$ cat src/rtl/alu_mul_seq_pkg.sv
// Shared definitions for the sequential multiplier: ALU control codes,
// controller states and the iteration count.
package alu_mul_seq_pkg;

    localparam logic [3:0] ALU_CTRL_AND = 4'b0000;
    localparam logic [3:0] ALU_CTRL_OR  = 4'b0001;
    localparam logic [3:0] ALU_CTRL_ADD = 4'b0010;
    localparam logic [3:0] ALU_CTRL_SUB = 4'b0110;
    localparam logic [3:0] ALU_CTRL_SLT = 4'b0111;

    localparam int unsigned MUL_ITERATIONS = 32;

    typedef enum logic [1:0] {
        ST_IDLE = 2'd0,
        ST_RUN  = 2'd1,
        ST_DONE = 2'd2
    } mul_state_t;

endpackage

$ cat src/rtl/alu_mul_seq.sv
// Unsigned 32x32->64 shift-and-add multiplier that borrows the shared ALU's
// adder for 32 cycles, holding the HI/LO product for the datapath.
module alu_mul_seq
    import alu_mul_seq_pkg::*;
#(
    parameter logic [3:0] ALU_ADD  = ALU_CTRL_ADD,
    parameter logic [3:0] ALU_IDLE = ALU_CTRL_AND
) (
    input  logic        clk_i,
    input  logic        rst_i,
    input  logic        start_i,
    input  logic [31:0] src1_i,
    input  logic [31:0] src2_i,
    output logic        busy_o,
    output logic        done_o,
    output logic [31:0] hi_o,
    output logic [31:0] lo_o,
    output logic [31:0] alu_src1_o,
    output logic [31:0] alu_src2_o,
    output logic [3:0]  alu_ctrl_o,
    input  logic [31:0] alu_result_i
);

    localparam logic [5:0] LAST_CNT = 6'(MUL_ITERATIONS - 1);

    mul_state_t  state, state_next;
    logic [31:0] mcand, mcand_next;
    logic [31:0] hi, hi_next;
    logic [31:0] lo, lo_next;
    logic [5:0]  cnt, cnt_next;
    logic        carry;

    always_ff @(posedge clk_i) begin
        if (rst_i) begin
            state <= ST_IDLE;
            mcand <= '0;
            hi    <= '0;
            lo    <= '0;
            cnt   <= '0;
        end else begin
            state <= state_next;
            mcand <= mcand_next;
            hi    <= hi_next;
            lo    <= lo_next;
            cnt   <= cnt_next;
        end
    end

    always_comb begin
        state_next = state;
        mcand_next = mcand;
        hi_next    = hi;
        lo_next    = lo;
        cnt_next   = cnt;
        carry      = 1'b0;
        alu_src1_o = '0;
        alu_src2_o = '0;
        alu_ctrl_o = ALU_IDLE;

        case (state)
            ST_RUN: begin
                alu_src1_o = hi;
                alu_src2_o = lo[0] ? mcand : '0;
                alu_ctrl_o = ALU_ADD;
                // The ALU drops the adder carry; a wrapped sum is smaller than hi.
                carry      = (alu_result_i < hi);
                hi_next    = {carry, alu_result_i[31:1]};
                lo_next    = {alu_result_i[0], lo[31:1]};
                cnt_next   = cnt + 6'd1;
                if (cnt == LAST_CNT) begin
                    state_next = ST_DONE;
                end
            end
            default: begin
                if (start_i) begin
                    state_next = ST_RUN;
                    mcand_next = src1_i;
                    lo_next    = src2_i;
                    hi_next    = '0;
                    cnt_next   = '0;
                end else begin
                    state_next = ST_IDLE;
                end
            end
        endcase
    end

    assign busy_o = (state == ST_RUN);
    assign done_o = (state == ST_DONE);
    assign hi_o   = hi;
    assign lo_o   = lo;

endmodule

$ cat config.mk
export PLATFORM = sky130hd
export DESIGN_NAME = alu_mul_seq
export DESIGN_NICKNAME = d
export VERILOG_FILES = /design/src/rtl/alu_mul_seq_pkg.sv /design/src/rtl/alu_mul_seq.sv
export SDC_FILE = /design/constraint.sdc
export NUM_CORES = 1
export LEC_CHECK = 0
export BUFFER_PORTS_ARGS = -buffer_cell sky130_fd_sc_hd__buf_2
export CORE_MARGIN = 3
export CORE_UTILIZATION = 45
export CTS_CLUSTER_DIAMETER = 80
export DETAILED_ROUTE_END_ITERATION = 10
export GPL_ROUTABILITY_DRIVEN = 0
export PLACE_DENSITY_LB_ADDON = 0.12
export SETUP_SLACK_MARGIN = 0.4
export SLEW_MARGIN = 20
export SYNTH_ARGS = -nofsm -noshare
export SYNTH_HDL_FRONTEND = slang
export SYNTH_SLANG_ARGS = --single-unit
export TNS_END_PERCENT = 1
$ cat constraint.sdc
create_clock -name clk_i -period 2.2 [get_ports clk_i]
set_input_delay 0.22 -clock clk_i [delete_from_list [all_inputs] [get_ports clk_i]]
set_output_delay 0.22 -clock clk_i [all_outputs]
set_load 0.02 [all_outputs]
# Yosys cells after proc, flatten, opt, wreduce, memory -nomap -nowiden
# Cells that the tools add are included.
dict set report op_classes {
  n_lt_le_gt_ge 1
  add_sub_neg 1
  bitwise_logic 1
  n_eq_ne 4
  n_reduce_logical 2
  mux 13
}
# cell n
set op_table {}
lappend op_table {{two-way mux 32 bit} 7}
lappend op_table {{< comparator 32 bit} 1}
lappend op_table {{two-way mux 6 bit} 2}
lappend op_table {{adder 6 x 1 -> 6 bit, second input constant} 1}
lappend op_table {{== test 6 x 5 -> 1 bit, second input constant} 1}
lappend op_table {{two-way mux 2 bit} 3}
lappend op_table {{== test 2 x 1 -> 1 bit, second input constant} 1}
lappend op_table {{== test 2 bit, second input constant} 1}
lappend op_table {{inequality test 2 x 1 -> 1 bit, second input constant} 1}
lappend op_table {{AND reduction 2 bit} 1}
lappend op_table {{nonzero test 2 bit} 1}
lappend op_table {{two-way mux 1 bit} 1}
lappend op_table {{NOT 1 bit} 1}
dict set report totals {
  register_bits 104
  input_bits 99
  wordCells 27
  out_inout_bits 134
}

# Depth between registers and ports, before layout
# Gate-level depths: netlist of run 1.
dict set report logic_depth {
  ltp_word 3
  depth_mapped 7
  mapped_depth_nobuf 7
}

# Worst setup path before layout of run 1
# No wires, ideal clock.
dict set report synth_timing {
  path_type {reg-to-reg}
  start {register hi[14], in the netlist hi_o[14]}
  end {register hi[31], in the netlist hi_o[31]}
  path_slack_ps 379
  synth_period_minus_slack_ps 1821
  arrival_time_ps 1704
  path_stages_with_launch 8
  path_buffers 0
  setup_ps 116
  required_ps 2084
  cell_sequence {dfxtp_1 > inv_1 > ha_1 > nand4_1 > nor4_1 > nor4b_2 > a2111oi_2 > o211a_1}
}
dict set report synth_between {
  elab_chain_cells 2
}
# item line
set synth_lines {}
lappend synth_lines {{start: declaration} alu_mul_seq.sv:28} ;# logic [31:0] hi, hi_next;
lappend synth_lines {{start signal: assignment} alu_mul_seq.sv:43} ;# hi <= hi_next;
lappend synth_lines {{< comparator 32 bit} alu_mul_seq.sv:66} ;# carry = (alu_result_i < hi);
lappend synth_lines {{two-way mux 32 bit} alu_mul_seq.sv:60} ;# case (state)
# No other way between the ends.
# A chain may end at the register's enable or synchronous reset.

# Worst setup path in the final report of run 1
dict set report layout_timing {
  start {register hi[9], in the netlist hi_o[9]}
  end {register hi[31], in the netlist hi_o[31]}
}
# Same word-level chain as after synthesis.

==> flow_summary.toml, run 1 <==
[run_status]
status = "completed"

[worst_setup_path]
cp_slowest_cell = "dfxtp_2"
path_cells = "inv_2 -> ha_4 -> nand4_1 -> nor4_2 -> nor4b_4 -> a2111oi_4 -> o211a_1"
worstSetupPathType = "reg2reg"
r2r_start = "hi_o[9]"
path_max_fanout = 3
worst_path_largest_cell_delay_ps = 360
worstSetupStartpoint = "hi_o[9]"
crit_path_start_kind = "flip-flop"
critPathArrivalTime_ps = 2050
reg2reg_depth = 7
end_kind = "flip-flop"
cp.required_ps = 2460

[power_and_ir_drop]
totalPowerFinal_uw = 4134
ir_worst_vdd_mv = 0.3021
p_leak_uw = 0.003317
powerDensity_nw_per_um2 = 630.6

[yosys]
synthCells = 581
synthAdderAreaFrac = 0.08022
synth_top_family_by_area = "simple AND/OR/NAND/NOR gates"
synth-seq-area-share = 0.4171
yosys.area_share.simple = 0.1850
yosys.area_share.xor_xnor = 0.001755
yosysWarnings = 0
synthTopCellsByArea = "dfxtp_1 42%, ha_1 8.0%, mux2i_1 6.4%, a22o_1 5.6%, nand2_1 5.4%"
synth_top_area_frac = 0.4171
synth_compound_gate_area_share = 0.1810
yosysTopAreaCell = "dfxtp_1"
synth_area_per_cell_um2 = 8.590
synth_area_um2 = 4991
synth_mux_area_frac = 0.06418
ys_types = 42
synth_seq_cells = 104

[floorplanning]
rows = 37
ios = 233
start_util = 0.4729
die-height_um = 111.3
die_w_um = 111.3
dieArea_um2 = 12390
coreArea_um2 = 10560

[cts]
clk_latency_ps = 350
htree_levels = 3
cts_tree = "yes"
clock_path_buffers = 2
path_clk_slew_ps = 100
cts_buffers = 9
cts_sinks = 104
holdBufCountCts = 0
cts-root-buf = "clkbuf_8"

[sta]
slew_headroom = 0.6274
tightest_slew_ps = 558.9
hold_ws_ps = 97.51
final-setup-viol-count = 0
fin_skew_ps = 10.52
hold_viol = 0
finalCriticalPeriod_ps = 1788
timing.fmax_ghz = 0.5592
fin_crit_sh = 0.8128
tns_ps = 0
final_max_slew_viol_count = 0
rsz0062_at_grt = "yes"

[detailed_routing]
drcViolationCount = 0
vias = 4795
dr.pass1.iters = 5
routed_wl_um = 13750
drt-vias-per-instance = 5.134
wl_per_cell_um = 14.73
ant_nets = 0
drt-initial-drc-count = 366

[placement]
port_buffers = 229
dp.cells = 913
dp_hpwl_um = 9901
placed_area_um2 = 6201

[grt]
antenna_found_initial = 2
grt_pass1_vias = 4532
grt_usage = 0.2103
grt_overflow_total = 0
grt_pass1_wl_um = 21880
grt_max_degree = 40

[finish]
drive_above_1_share = 0.3526
fin_nets = 923
design_area_um2 = 6556
area_growth_syn_to_layout_pct = 31.36
instances_no_fill = 934

[worst_hold_path]
hp-class = "in2reg"
min-delay-start = "alu_result_i[31]"
holdPathStages = 2

[job]
maxCapViolCount = 0
==> sequential cells by signal (all words and copies together) (netlist names) <==
name	cells
hi_o	32
lo_o	32
mcand	32
cnt	6
state	2
==> placed cells by master, fill, tap and decap left out, types with 11 or more instances in the layout <==
cell and instances:
clkbuf_8 11, nor2_1 71, inv_1 32, nand2_1 72, buf_2 229, a211oi_1 33
and3_1 32, mux2i_1 32, a22o_1 32, dfxtp_1 98, ha_1 28, a21oi_1 47
buf_4 11
==> Yosys cell counts <==
cell / instances
conb_1: 1
and2_1: 1
nor4bb_1: 1
o221ai_1: 1
nand3_1: 5
nand2_1: 72
or2_2: 1
nor3_1: 4
nand4_1: 6
o21ai_0: 3
xnor2_1: 1
a21oi_1: 47
o211ai_1: 1
and4_1: 1
inv_1: 34
nor4_1: 1
a311oi_1: 1
o211a_1: 1
nor2_1: 72
a22o_1: 32
nor4b_2: 1
nor2b_1: 1
a21o_1: 1
buf_2: 21
a2111oi_2: 1
ha_1: 32
nor3b_1: 1
or3_1: 1
clkbuf_1: 21
dfxtp_1: 104
buf_4: 5
a211oi_1: 33
a21boi_0: 2
and2_2: 1
o311ai_0: 1
nand2b_1: 1
o21a_1: 1
nand2b_4: 1
mux2i_1: 32
a2111oi_4: 1
and3_1: 32
a221oi_1: 1
==> final cells by class <==
cell class              count  area, um2
diodes                      1      2.502
clock buffers              13      158.9
clock inverters             3      40.04
fillers                   938       3999
inverters                  34      127.6
multi-input cells         399       2669
flip-flops and latches    104       2090
well taps                 136      170.2
repair buffers            244       1299
==> routing by layer <==
metal	track usage	up-vias	share of wire
li1	-	2440	-
met4	0.06245	2	0.015
met5	0	-	0.00095
met1	0.2668	2192	0.43
met3	0.05786	16	0.074
met2	0.3506	145	0.48
==> kinds of logic after synthesis <==
group           Yosys count
flops                   104
mux                      32
xor+xnor                  1
compound gates          127
simple gates            203
other cells               1
fa+ha+maj                32
buf+inv                  81
==> final timing paths <==
kind | endpoint | slack (ps)
max | hi_o[31] | 410
min | hi_o[30] | 100
max reg2reg | hi_o[31] | 410
min reg2reg | mcand[22] | 450
==> through the flow <==
step           setup WS, ps    util
2_1_floorplan         402.5       -
3_3_place_gp          386.8  0.5875
3_5_place_dp          273.4  0.5875
4_1_cts               336.5  0.6146
5_1_grt               300.4  0.6211
6_report              411.8  0.6211
==> what timing repair did <==
item | in CTS | in global routing
gates cloned | 1 | 0
hold endpoints to repair | 0 | 0
resized for setup | 16 | 7
endpoints found under the setup margin | 53 | 50
setup buffers | 1 | 2
pin swaps | 2 | 5
==> worst max-delay path, delay by kind of cell (launching register included) <==
kind                     cells  cell delay (ps)
flip-flops                   1              360
adder cells (fa/ha/maj)      1              260
AO/OA/AOI/OAI                2              290
buffers and inverters        1               50
AND/OR/NAND/NOR              3              720
==> where the power goes <==
group          internal (uW)  total, uW  switching (uW)
clock                    587       1210             622
combinational            340        850             509
sequential              2000       2080            77.2
total                   2930       4130            1210
Power figures use the tool's default switching activity.
==> run 2, diff against run 1 <==
clock period = 1.7 ns   (was 2.2 ns; I/O delays follow)
==> run 2 against run 1 <==
The run now ends with negative setup slack left. Via count is 3.4% higher. Design area is 16% higher. Wire length is 7.5% higher. Non-clock buffer count is 6 higher. Critical endpoint unchanged.
==> flow_summary.toml, run 2 (same netlist as run 1, synthesis figures left out) <==
[run_status]
status = "finished with violations"
violations = "negative setup slack"

[detailed_routing]
vias = 4956
drt-vias-per-instance = 5.289
drcViolationCount = 0
routed_wl_um = 14790
ant_nets = 0
dr.pass1.iters = 4
wl_per_cell_um = 15.78
drt-initial-drc-count = 311

[grt]
antenna_found_initial = 0
grt_pass1_vias = 4989
grt_pass1_wl_um = 24070
grt_overflow_total = 0
grt_usage = 0.2317
grt_max_degree = 42

[sta]
hold_ws_ps = 25.01
final-setup-viol-count = 1
fin_crit_sh = 1.017
rsz0062_at_grt = "yes"
timing.fmax_ghz = 0.5784
slew_headroom = 0.6662
tightest_slew_ps = 500.7
finalCriticalPeriod_ps = 1729
hold_viol = 0
final_max_slew_viol_count = 0
finalWorstSetupSlack_ps = -28.99
fin_skew_ps = 5.358

[worst_setup_path]
path_max_fanout = 3
worstSetupStartpoint = "hi_o[8]"
crit_path_start_kind = "flip-flop"
critPathCapture = "hi_o[31]"
cp.required_ps = 1970
critPathArrivalTime_ps = 2000
end_kind = "flip-flop"
timing.rr.end = "hi_o[31]"
reg2reg_setup_slack_ps = -30
r2r_start = "hi_o[8]"
reg2reg_depth = 7
worstSetupPathType = "reg2reg"

[placement]
port_buffers = 229
dp_hpwl_um = 9967

[floorplanning]
ios = 233
dieArea_um2 = 12390
coreArea_um2 = 10560
die_w_um = 111.3
rows = 37
start_util = 0.4729
die-height_um = 111.3

[finish]
final_cell_mix = "162 x buf_2, 88 x dfxtp_1, 72 x nand2_1"
fin_nets = 928
diodes = 0
fin_util = 0.7186
area_growth_syn_to_layout_pct = 51.97
drive_above_1_share = 0.4719
final_common_cell = "buf_2"

[power_and_ir_drop]
powerDensity_nw_per_um2 = 746.7
swShare = 0.3007
ir_worst_vdd_mv = 0.5217
power_switching_uw = 1703
clkPwrFrac = 0.295
p_leak_uw = 0.003415
pwr-share-comb = 0.231
seq_power_share = 0.474
p_int_uw = 3960

[cts]
clock_path_buffers = 2
holdBufCountCts = 0
cts_sinks = 104
path_clk_slew_ps = 100
cts_tree = "yes"
cts-root-buf = "clkbuf_8"
cts_buffers = 9
cts_setup_buffers = 0
htree_levels = 3
clk_latency_ps = 370

[job]
maxCapViolCount = 0

[worst_hold_path]
hp-class = "in2reg"
run 2: cell types whose count changed in the layout (fill, tap and decap cells not counted), moves of 21 or more:
cell,previous run,this run
nor2_1,71,46
a211oi_2,0,21
nor2_4,0,23
and3_1,32,7
buf_6,0,54
buf_2,229,162
a211oi_1,33,12
and3_4,0,25
run 2: routing by layer:
metal / routed length (um) / vias up / track usage
li1: - / 2450 / -
met1: 5757 / 2304 / 0.2760
met2: 7627 / 169 / 0.3981
met3: 1029 / 33 / 0.06605
met4: 375 / 0 / 0.08354
met5: 0 / - / 0
run 2: stage by stage:
stage	instances	TNS, ps	power [uW]	instance area (um2)	setup slack, ps
6_report	937	-28.99	5663	7585	-28.99
5_1_grt	937	-800.7	5943	7585	-103.3
4_1_cts	937	-42.22	5659	7376	-42.22
3_5_place_dp	921	-44.13	3828	6359	-44.13
3_3_place_gp	921	0	3800	6359	5.224
2_1_floorplan	583	0	3411	5049	85.32
run 2: how the worst min path moves through the flow:
stage / startpoint / endpoint / slack, ps / depth (start not counted)
2_1_floorplan: alu_result_i[11] / hi_o[10] / 300 / 1
3_3_place_gp: alu_result_i[2] / hi_o[1] / 410 / 2
3_5_place_dp: alu_result_i[2] / hi_o[1] / 410 / 2
4_1_cts: src1_i[22] / mcand[22] / 3 / 3
5_1_grt: alu_result_i[20] / hi_o[19] / 10 / 2
6_report: src1_i[22] / mcand[22] / 30 / 3
run 2: layout make-up:
cell class | count | area, um2
flip-flops and latches | 104 | 2122
multi-input cells | 398 | 3112
fillers | 776 | 2970
clock buffers | 10 | 127.6
clock inverters | 5 | 81.33
well taps | 136 | 170.2
inverters | 34 | 130.1
repair buffers | 250 | 1842
run 2: power by group through the flow:
stage | Combinational [uW] | Sequential (uW) | Clock [uW]
after global routing | 1420 | 2710 | 1810
after global placement | 1080 | 2720 | 0
after detailed placement | 1100 | 2730 | 0
after CTS | 1250 | 2680 | 1730
after floorplan | 565 | 2850 | 0
final | 1310 | 2680 | 1670
run 2: critical path, stage by stage (launching register included):
cell and delay [ps]:
dfxtp_4 360, inv_1 50, ha_1 280, nand4_1 130
nor4_1 260, nor4b_2 280, a2111oi_2 70, o211a_1 210
run 2: timing repair:
action / 4_1_cts / 5_1_grt
cloned: 1 / 0
setup endpoints to repair: 165 / 159
pin swaps: 48 / 33
resized for setup: 212 / 46
